<file path="src/rtl/memoria_dados_respondedor.sv">
// Data-memory responder: target end of the processor load/store interface.
// Accepts one byte/half/word request at a time, waits LATENCIA cycles, then
// commits the access against a PROFUNDIDADE-word little-endian array and
// holds the response until the initiator accepts it.
//
// Ports:
//   clk, rst                  clock, asynchronous active-low reset
//   req_valido / req_pronto   request handshake
//   req_escreve               1 = store, 0 = load
//   req_tamanho               00 byte, 01 half, 10 word, 11 illegal
//   req_sem_sinal             loads: 1 = zero-extend, 0 = sign-extend
//   req_endereco, req_dado    byte address, right-aligned store data
//   resp_valido / resp_aceito response handshake
//   resp_dado, resp_erro      extended load data (0 on store/error), error flag
//
// state    | meaning
// OCIOSO   | idle, ready to accept a request
// ESPERA   | request latched, counting down wait states
// RESPOSTA | response held until resp_aceito
module memoria_dados_respondedor #(
    parameter int PROFUNDIDADE = 64,
    parameter int LATENCIA     = 2
) (
    input  logic        clk,
    input  logic        rst,
    input  logic        req_valido,
    output logic        req_pronto,
    input  logic        req_escreve,
    input  logic [1:0]  req_tamanho,
    input  logic        req_sem_sinal,
    input  logic [31:0] req_endereco,
    input  logic [31:0] req_dado,
    output logic        resp_valido,
    input  logic        resp_aceito,
    output logic [31:0] resp_dado,
    output logic        resp_erro
);

    localparam int          IW     = $clog2(PROFUNDIDADE);
    localparam logic [31:0] PROF_W = 32'(PROFUNDIDADE);

    typedef enum logic [1:0] {OCIOSO, ESPERA, RESPOSTA} estado_t;

    estado_t     estado, prox_estado;
    logic [3:0]  contador, prox_contador;
    logic        aceita, commit;

    logic        escreve_l;
    logic [1:0]  tamanho_l;
    logic        sem_sinal_l;
    logic [31:0] endereco_l;
    logic [31:0] dado_l;

    // Zero at time 0; reset deliberately leaves the contents alone.
    logic [31:0] mem [0:PROFUNDIDADE-1] = '{default: '0};

    logic [IW-1:0] indice;
    logic [31:0]   palavra;
    logic          erro;
    logic [7:0]    byte_sel;
    logic [15:0]   meia_sel;
    logic [31:0]   dado_lido;
    logic [3:0]    lanes;
    logic [31:0]   dado_esc;

    assign req_pronto  = (estado == OCIOSO);
    assign resp_valido = (estado == RESPOSTA);

    always_comb begin
        prox_estado   = estado;
        prox_contador = contador;
        aceita        = 1'b0;
        commit        = 1'b0;
        case (estado)
            OCIOSO: begin
                if (req_valido) begin
                    aceita        = 1'b1;
                    prox_estado   = ESPERA;
                    prox_contador = 4'(LATENCIA);
                end
            end
            ESPERA: begin
                if (contador == 4'd0) begin
                    commit      = 1'b1;
                    prox_estado = RESPOSTA;
                end else begin
                    prox_contador = contador - 4'd1;
                end
            end
            RESPOSTA: begin
                if (resp_aceito) prox_estado = OCIOSO;
            end
            default: prox_estado = OCIOSO;
        endcase
    end

    // Access decode works only on the latched request, so input changes
    // after acceptance cannot affect the commit.
    always_comb begin
        indice  = endereco_l[IW+1:2];
        palavra = mem[indice];
        erro    = (tamanho_l == 2'b11)
                | ((tamanho_l == 2'b01) & endereco_l[0])
                | ((tamanho_l == 2'b10) & (endereco_l[1:0] != 2'b00))
                | ({2'b00, endereco_l[31:2]} >= PROF_W);

        case (endereco_l[1:0])
            2'd0:    byte_sel = palavra[7:0];
            2'd1:    byte_sel = palavra[15:8];
            2'd2:    byte_sel = palavra[23:16];
            default: byte_sel = palavra[31:24];
        endcase
        meia_sel = endereco_l[1] ? palavra[31:16] : palavra[15:0];

        case (tamanho_l)
            2'b00:   dado_lido = sem_sinal_l ? {24'd0, byte_sel} : {{24{byte_sel[7]}}, byte_sel};
            2'b01:   dado_lido = sem_sinal_l ? {16'd0, meia_sel} : {{16{meia_sel[15]}}, meia_sel};
            default: dado_lido = palavra;
        endcase

        case (tamanho_l)
            2'b00: begin
                lanes    = 4'b0001 << endereco_l[1:0];
                dado_esc = {4{dado_l[7:0]}};
            end
            2'b01: begin
                lanes    = endereco_l[1] ? 4'b1100 : 4'b0011;
                dado_esc = {2{dado_l[15:0]}};
            end
            default: begin
                lanes    = 4'b1111;
                dado_esc = dado_l;
            end
        endcase
    end

    always_ff @(posedge clk or negedge rst) begin
        if (!rst) begin
            estado      <= OCIOSO;
            contador    <= 4'd0;
            escreve_l   <= 1'b0;
            tamanho_l   <= 2'b00;
            sem_sinal_l <= 1'b0;
            endereco_l  <= 32'd0;
            dado_l      <= 32'd0;
            resp_dado   <= 32'd0;
            resp_erro   <= 1'b0;
        end else begin
            estado   <= prox_estado;
            contador <= prox_contador;
            if (aceita) begin
                escreve_l   <= req_escreve;
                tamanho_l   <= req_tamanho;
                sem_sinal_l <= req_sem_sinal;
                endereco_l  <= req_endereco;
                dado_l      <= req_dado;
            end
            if (commit) begin
                resp_dado <= (erro || escreve_l) ? 32'd0 : dado_lido;
                resp_erro <= erro;
            end else if ((estado == RESPOSTA) && resp_aceito) begin
                resp_dado <= 32'd0;
                resp_erro <= 1'b0;
            end
        end
    end

    always_ff @(posedge clk) begin
        if (commit && escreve_l && !erro) begin
            for (int i = 0; i < 4; i++) begin
                if (lanes[i]) mem[indice][8*i +: 8] <= dado_esc[8*i +: 8];
            end
        end
    end

endmodule

</file>
<file path="config.mk">
export PLATFORM = sky130hd
export DESIGN_NAME = memoria_dados_respondedor
export DESIGN_NICKNAME = d
export VERILOG_FILES = /design/src/rtl/memoria_dados_respondedor.sv
export SDC_FILE = /design/constraint.sdc
export NUM_CORES = 2
export LEC_CHECK = 0
export CORE_MARGIN = 2
export CORE_UTILIZATION = 45
export CTS_CLUSTER_SIZE = 14
export DETAILED_ROUTE_END_ITERATION = 8
export HOLD_SLACK_MARGIN = 0.12
export SYNTH_ARGS = -nofsm -noshare
export SYNTH_HDL_FRONTEND = slang
export SYNTH_SLANG_ARGS = --single-unit
</file>
<file path="constraint.sdc">
create_clock -name clk -period 10.1 [get_ports clk]
set_clock_uncertainty 0.05 [all_clocks]
set_input_delay 2.02 -clock clk [delete_from_list [all_inputs] [get_ports clk]]
set_output_delay 2.02 -clock clk [all_outputs]
set_load 0.005 [all_outputs]
</file>
=== Word-level counts from Yosys, hierarchy flattened ===
Memory sizes are Yosys's and may differ from the RTL's.
Cells that the tools add are included.

* Register bits: 107
* Bits in writable memories: 2048
* Output and inout port bits: 35
* Memories kept: 1

{| class="wikitable"
|+ Memory list
! name !! depth !! bits a word !! rd ports !! clocked after memory_dff !! write ports !! RTL line !! source
|-
| mem || 64 || 32 || 1 || 0 || 1 || 55 || <nowiki>logic [31:0] mem [0:PROFUNDIDADE-1] = '{default: '0};</nowiki>
|}

* Add/subtract/negate cells: 1
* Order comparisons: 1
* Equality and inequality tests: 11
* Shift operators: 1
* Multiplexer cells: 36
* Bitwise gates (word level): 5
* Reductions and logical operators: 14

{| class="wikitable"
|+ Operator list
! kind !! count
|-
| 32-bit 2-to-1 mux || 5
|-
| 32-bit one-hot mux with 2 select lines || 2
|-
| 30-bit by 7-bit >= comparator with 1-bit output (second input constant) || 1
|-
| 8-bit one-hot mux with 3 select lines || 1
|-
| 1-bit 2-to-1 mux || 18
|-
| 16-bit 2-to-1 mux || 1
|-
| 4-bit one-hot mux with 2 select lines || 2
|-
| 4-bit 2-to-1 mux || 3
|-
| 2-bit equality test (second input constant) || 4
|-
| 2-bit by 1-bit equality test with 1-bit output (second input constant) || 3
|-
| 2-bit zero test || 3
|-
| 2-bit 2-to-1 mux || 3
|-
| 2-bit != test (second input constant) || 3
|-
| 2-bit one-hot mux with 3 select lines || 1
|-
| 3-bit AND reduction || 2
|-
| 2-bit nonzero test || 3
|-
| 4-bit zero test || 1
|-
| 1-bit by 2-bit left shift with 4-bit output (first input constant) || 1
|-
| 4-bit by 1-bit subtractor with 4-bit output (second input constant) || 1
|-
| 1-bit logical AND || 3
|-
| 1-bit bitwise OR || 3
|-
| 1-bit bitwise AND || 2
|-
| 2-bit by 1-bit != test with 1-bit output (second input constant) || 1
|-
| 1-bit zero test || 1
|-
| 1-bit logical OR || 1
|}

=== Logic depth before layout (Yosys ltp) ===
* Depth in word-level cells: 9
* Mapped depth: 16
* Mapped depth without buffers: 9

=== Least setup slack after synthesis ===
OpenSTA, ideal clock, no wires.

* Path type: register to register
* From: register tamanho_l[0]
* To: memory mem[0][24] (data pin)
* Library setup time: 0.702 ns
* Data arrival time: 3.952 ns
* Data required time: 9.348 ns
* Slack: 5.396 ns
* Stages on the path, launching flop included: 6
* Path buffers: 3
* Period minus slack after synthesis: 4.704 ns
* Cells stage by stage: dfrtp_1 -> clkbuf_1 -> clkbuf_1 -> buf_1 -> mux2i_1 -> o21ai_0

* Cells in the longest elaborated chain, start to end: 2
* Elaborated cells on any way between the ends: 3
* Those cells by class: 1 x eq/ne; 1 x mux; 1 x reduce/logical

{| class="wikitable"
|+ RTL lines
! element !! RTL line !! source
|-
| start, declared || 49 || <nowiki>logic [1:0] tamanho_l;</nowiki>
|-
| start signal, assigned || 153 || <nowiki>tamanho_l <= req_tamanho;</nowiki>
|-
| 2-bit by 1-bit equality test with 1-bit output / 2-bit zero test (equally long branches) || 121 || <nowiki>case (tamanho_l)</nowiki>
|-
| 32-bit one-hot mux with 2 select lines (*) || 121 ||
|-
| named net dado_esc[24] || 64 || <nowiki>logic [31:0] dado_esc;</nowiki>
|-
| end, declared || 55 ||
|}

The timed path passes the listed nets; every way through them passes the cells marked *.

=== Worst setup path after layout ===
* From: register endereco_l[2]
* To: register resp_dado[23]

* Cells in the longest elaborated chain, start to end: 6
* Elaborated cells on any way between the ends: 11
* Those cells by class: 1 x order compare; 7 x mux; 1 x bitwise; 1 x reduce/logical; 1 x memory

{| class="wikitable"
|+ RTL lines
! element !! RTL line !! source
|-
| start, declared || 51 || <nowiki>logic [31:0] endereco_l;</nowiki>
|-
| start signal, assigned || 155 || <nowiki>endereco_l <= req_endereco;</nowiki>
|-
| memory read 64 x 32 bit || -- ||
|-
| 8-bit one-hot mux with 3 select lines / 16-bit 2-to-1 mux (equally long branches) || 107, 113 ||
|-
| 32-bit 2-to-1 mux, on equally long branches || 116, 117 ||
|-
| 32-bit one-hot mux with 2 select lines || 115 || <nowiki>case (tamanho_l)</nowiki>
|-
| 32-bit 2-to-1 mux (*) || 159 || <nowiki>resp_dado <= (erro || escreve_l) ? 32'd0 : dado_lido;</nowiki>
|-
| 32-bit 2-to-1 mux (*) || 158 || <nowiki>if (commit) begin</nowiki>
|-
| end signal, assigned || 159 ||
|-
| end, declared || 35 || <nowiki>output logic [31:0] resp_dado,</nowiki>
|}

Every way passes the cells marked *; elsewhere a longest branch is shown, timed or not.
A chain may end at the register's enable or synchronous reset.

==> qor.yml <==
worst_setup_path:
  crit_fanout: 60
  r2r_end: "resp_dado[23]"
  ff2ff_path_depth: 11
  rrSetupSlack_ns: 4.18
  start_kind: "register"
  critical_path_required_ns: 10.87
  arrival_ns: 6.69
  path_class: "reg -> reg"
  worst_setup_path_end_kind: "register"
  worstReg2RegStart: "endereco_l[2]"
placement:
  hpwl_mm: 169
  place.gp.congestion: 0.916
  port_buffers: 106
route:
  via_per_inst: 6.60
  wl_mm: 284
  first_pass_iters: 6
  ant_nets: 0
  vias: 50600
  wire_per_inst_um: 37.1
  drtIter0Drc: 7950
  drc: 0
clocking:
  cts_made_buffers: 212
  cts_root_buf: "clkbuf_16"
  cts_resized: 0
  clk_latency_ns: 0.89
  cts_hold_buf: 0
  clk_pin_slew_ns: 0.06
  post_cts.repair.setup_buffers: 0
  cts_tree: "yes"
  clock_sinks: 2155
  htreeDepth: 4
  clockBufferDepth: 3
logic_synthesis:
  synth_edf_count: 2048
  synth_cell_types: 75
  syn_nets: 4969
  synth_area_leaders: "edfxtp_1 74%, dfrtp_1 3.2%, mux2i_1 2.9%, a22oi_1 2.7%, mux2_2 2.3%"
  avgSynthCellArea_sq_um: 17.0
  synth.most_common_cell: "edfxtp_1"
  synth_area_leader_cell: "edfxtp_1"
  yosysTopAreaCellShare_pct: 74.1
  syn_area_sq_um: 83000
  ys.flop_type: "edfxtp_1"
  syn-instance-count: 4895
  synth.top_cells.by_count: "2048 x edfxtp_1, 369 x nor2_1, 295 x a22oi_1"
  yosysSeqAreaShare_pct: 77.3
  yosysWarnings: 0
  synth-seq-cells: 2155
  synth-async-reset-ratio_pct: 4.97
layout:
  multi_input_area_sq_um: 17500
  regArea_sq_um: 64200
  nNetsFinal: 5081
  fillers: 14800
  drive_gt1_share_pct: 13.7
  area_delta_synth_final_pct: 13.2
floorplanning:
  die_y_um: 434
  num_rows: 157
  die_w_um: 434
  num_io_pins: 107
  coreArea_sq_um: 183000
  die_area_sq_um: 188000
  initial_utilization_pct: 45.3
power:
  p_per_area_nw_per_um2: 322
  power_leakage_nw: 29.4
  finalPower_w: 0.0303
  ir_drop_uv: 521
sta:
  worstMarginPinSlew_ns: 1.42
  finalHoldViolCount: 0
  tns_ns: 0
  slew_violations: 0
  period_share_pct: 58.6
  slew_headroom_pct: 4.61
  rsz0062_at_grt: "no"
  setup_viol: 0
  layout_min_cycle_time_ns: 5.92
  timing.fmax_mhz: 169
grt:
  antenna_found_initial: 26
  grt_pass1_vias: 47900
  grt_start_max_net_pins: 98
  grt_util_all_layers_pct: 29.9
  grt_pass1_wl_mm: 389
  grt.overflow.total: 0
worst_hold_path:
  hp-class: "reg -> reg"
  min-delay-start: "dado_l[26]"
  hold_path_end: "dado_l[26]"
  hold_depth: 1
run:
  maxCapViolations: 0
run_status:
  run_status: "completed"
-- placed cells by master, fill, tap and decap left out, types with 12 or more instances in the layout --
cell type,count
nand3_1,20
a22oi_1,295
a222oi_1,26
a211o_1,12
clkdlybuf4s50_1,105
nand4_1,25
mux2_2,169
clkinv_1,42
o22ai_1,78
edfxtp_1,2048
o21ai_0,117
nor4_1,19
nand2_1,188
bufinv_16,20
a41oi_1,17
nor2_1,364
buf_4,138
a21oi_1,149
clkbuf_1,58
a221oi_1,178
a211oi_1,14
diode_2,16
nor3_1,15
clkbuf_16,213
a221o_1,59
and3_1,13
mux4_2,34
a22o_1,97
clkinv_2,32
mux2i_1,241
dfrtp_1,94
a31oi_1,55
-- critical path, stage by stage, from the launching register on --
cell	delay, ns
dfrtp_4	0.88
buf_4	0.85
nor2b_4	0.78
buf_4	0.64
a221oi_1	0.21
nor2_1	0.14
o21ai_0	0.09
and4_1	0.49
nand4b_1	0.24
a41oi_1	0.26
a21oi_2	0.91
a22o_1	0.24
-- flip-flops by register name, summed over array words and instances, names as in the netlist --
signal,count
mem,2048
dado_l,32
endereco_l,32
resp_dado,32
contador,4
estado,2
tamanho_l,2
escreve_l,1
resp_erro,1
sem_sinal_l,1
-- final cells by class --
cell class	count	share of cell area, %
Inverter	11	0.0492
Multi-Input combinational cell	2379	18.6
Clock buffer	277	5.99
Antenna cell	16	0.0426
Tap cell	2464	3.28
Clock inverter	114	1.42
Timing Repair Buffer	248	2.33
Sequential cell	2155	68.3
-- how the worst max path moves through the flow --
stage / slack [ns] / depth (start not counted) / start / end
floorplan: 5.40 / 5 / tamanho_l[0] / mem[0][24]
global placement: 4.50 / 11 / endereco_l[2] / resp_dado[28]
detailed placement: 4.48 / 11 / endereco_l[2] / resp_dado[23]
CTS: 4.47 / 11 / endereco_l[2] / resp_dado[17]
global route: 4.23 / 11 / endereco_l[2] / resp_dado[23]
finish: 4.18 / 11 / endereco_l[2] / resp_dado[23]
-- where the power goes --
group | leakage [nW] | internal [W] | total [W] | switching, W
combinational | 6.32 | 0.00250 | 0.0102 | 0.00768
sequential | 19.8 | 0.0119 | 0.0122 | 0.000345
clock | 3.37 | 0.00446 | 0.00793 | 0.00347
total | 29.4 | 0.0188 | 0.0303 | 0.0115
-- stage by stage --
step           setup WS, ns  cell area, sq um  util, %  cells  hold WS (ns)
2_1_floorplan          5.40             83000        -   4895         0.413
3_3_place_gp           4.50             87000     47.5   7257         0.439
3_5_place_dp           4.48             87000     47.5   7257         0.445
4_1_cts                4.47             94000     51.3   7648         0.454
5_1_grt                4.23             94000     51.3   7652         0.469
6_report               4.18             94000     51.3   7664         0.456
-- metal layers --
layer	vias to the layer above	track usage, %	wire (um)
li1	20100	-	-
met1	26000	39.8	106000
met2	3670	44.4	126000
met3	725	9.22	36300
met4	38	15.2	15900
met5	-	0	266
-- kinds of logic (layout without fill, tap and decap cells) --
logic type,after synthesis,count (layout),share of synthesized area [%]
other,0,16,0
buffers and inverters,361,650,1.99
adder cells (fa/ha/maj),2,2,0.0301
AND/OR/NAND/NOR,735,735,3.93
XOR/XNOR,2,2,0.0211
multiplexers,449,449,6.19
flip-flops,2155,2155,77.3
AO/OA/AOI/OAI,1191,1191,10.5
(Power assumes the default switching activity.)
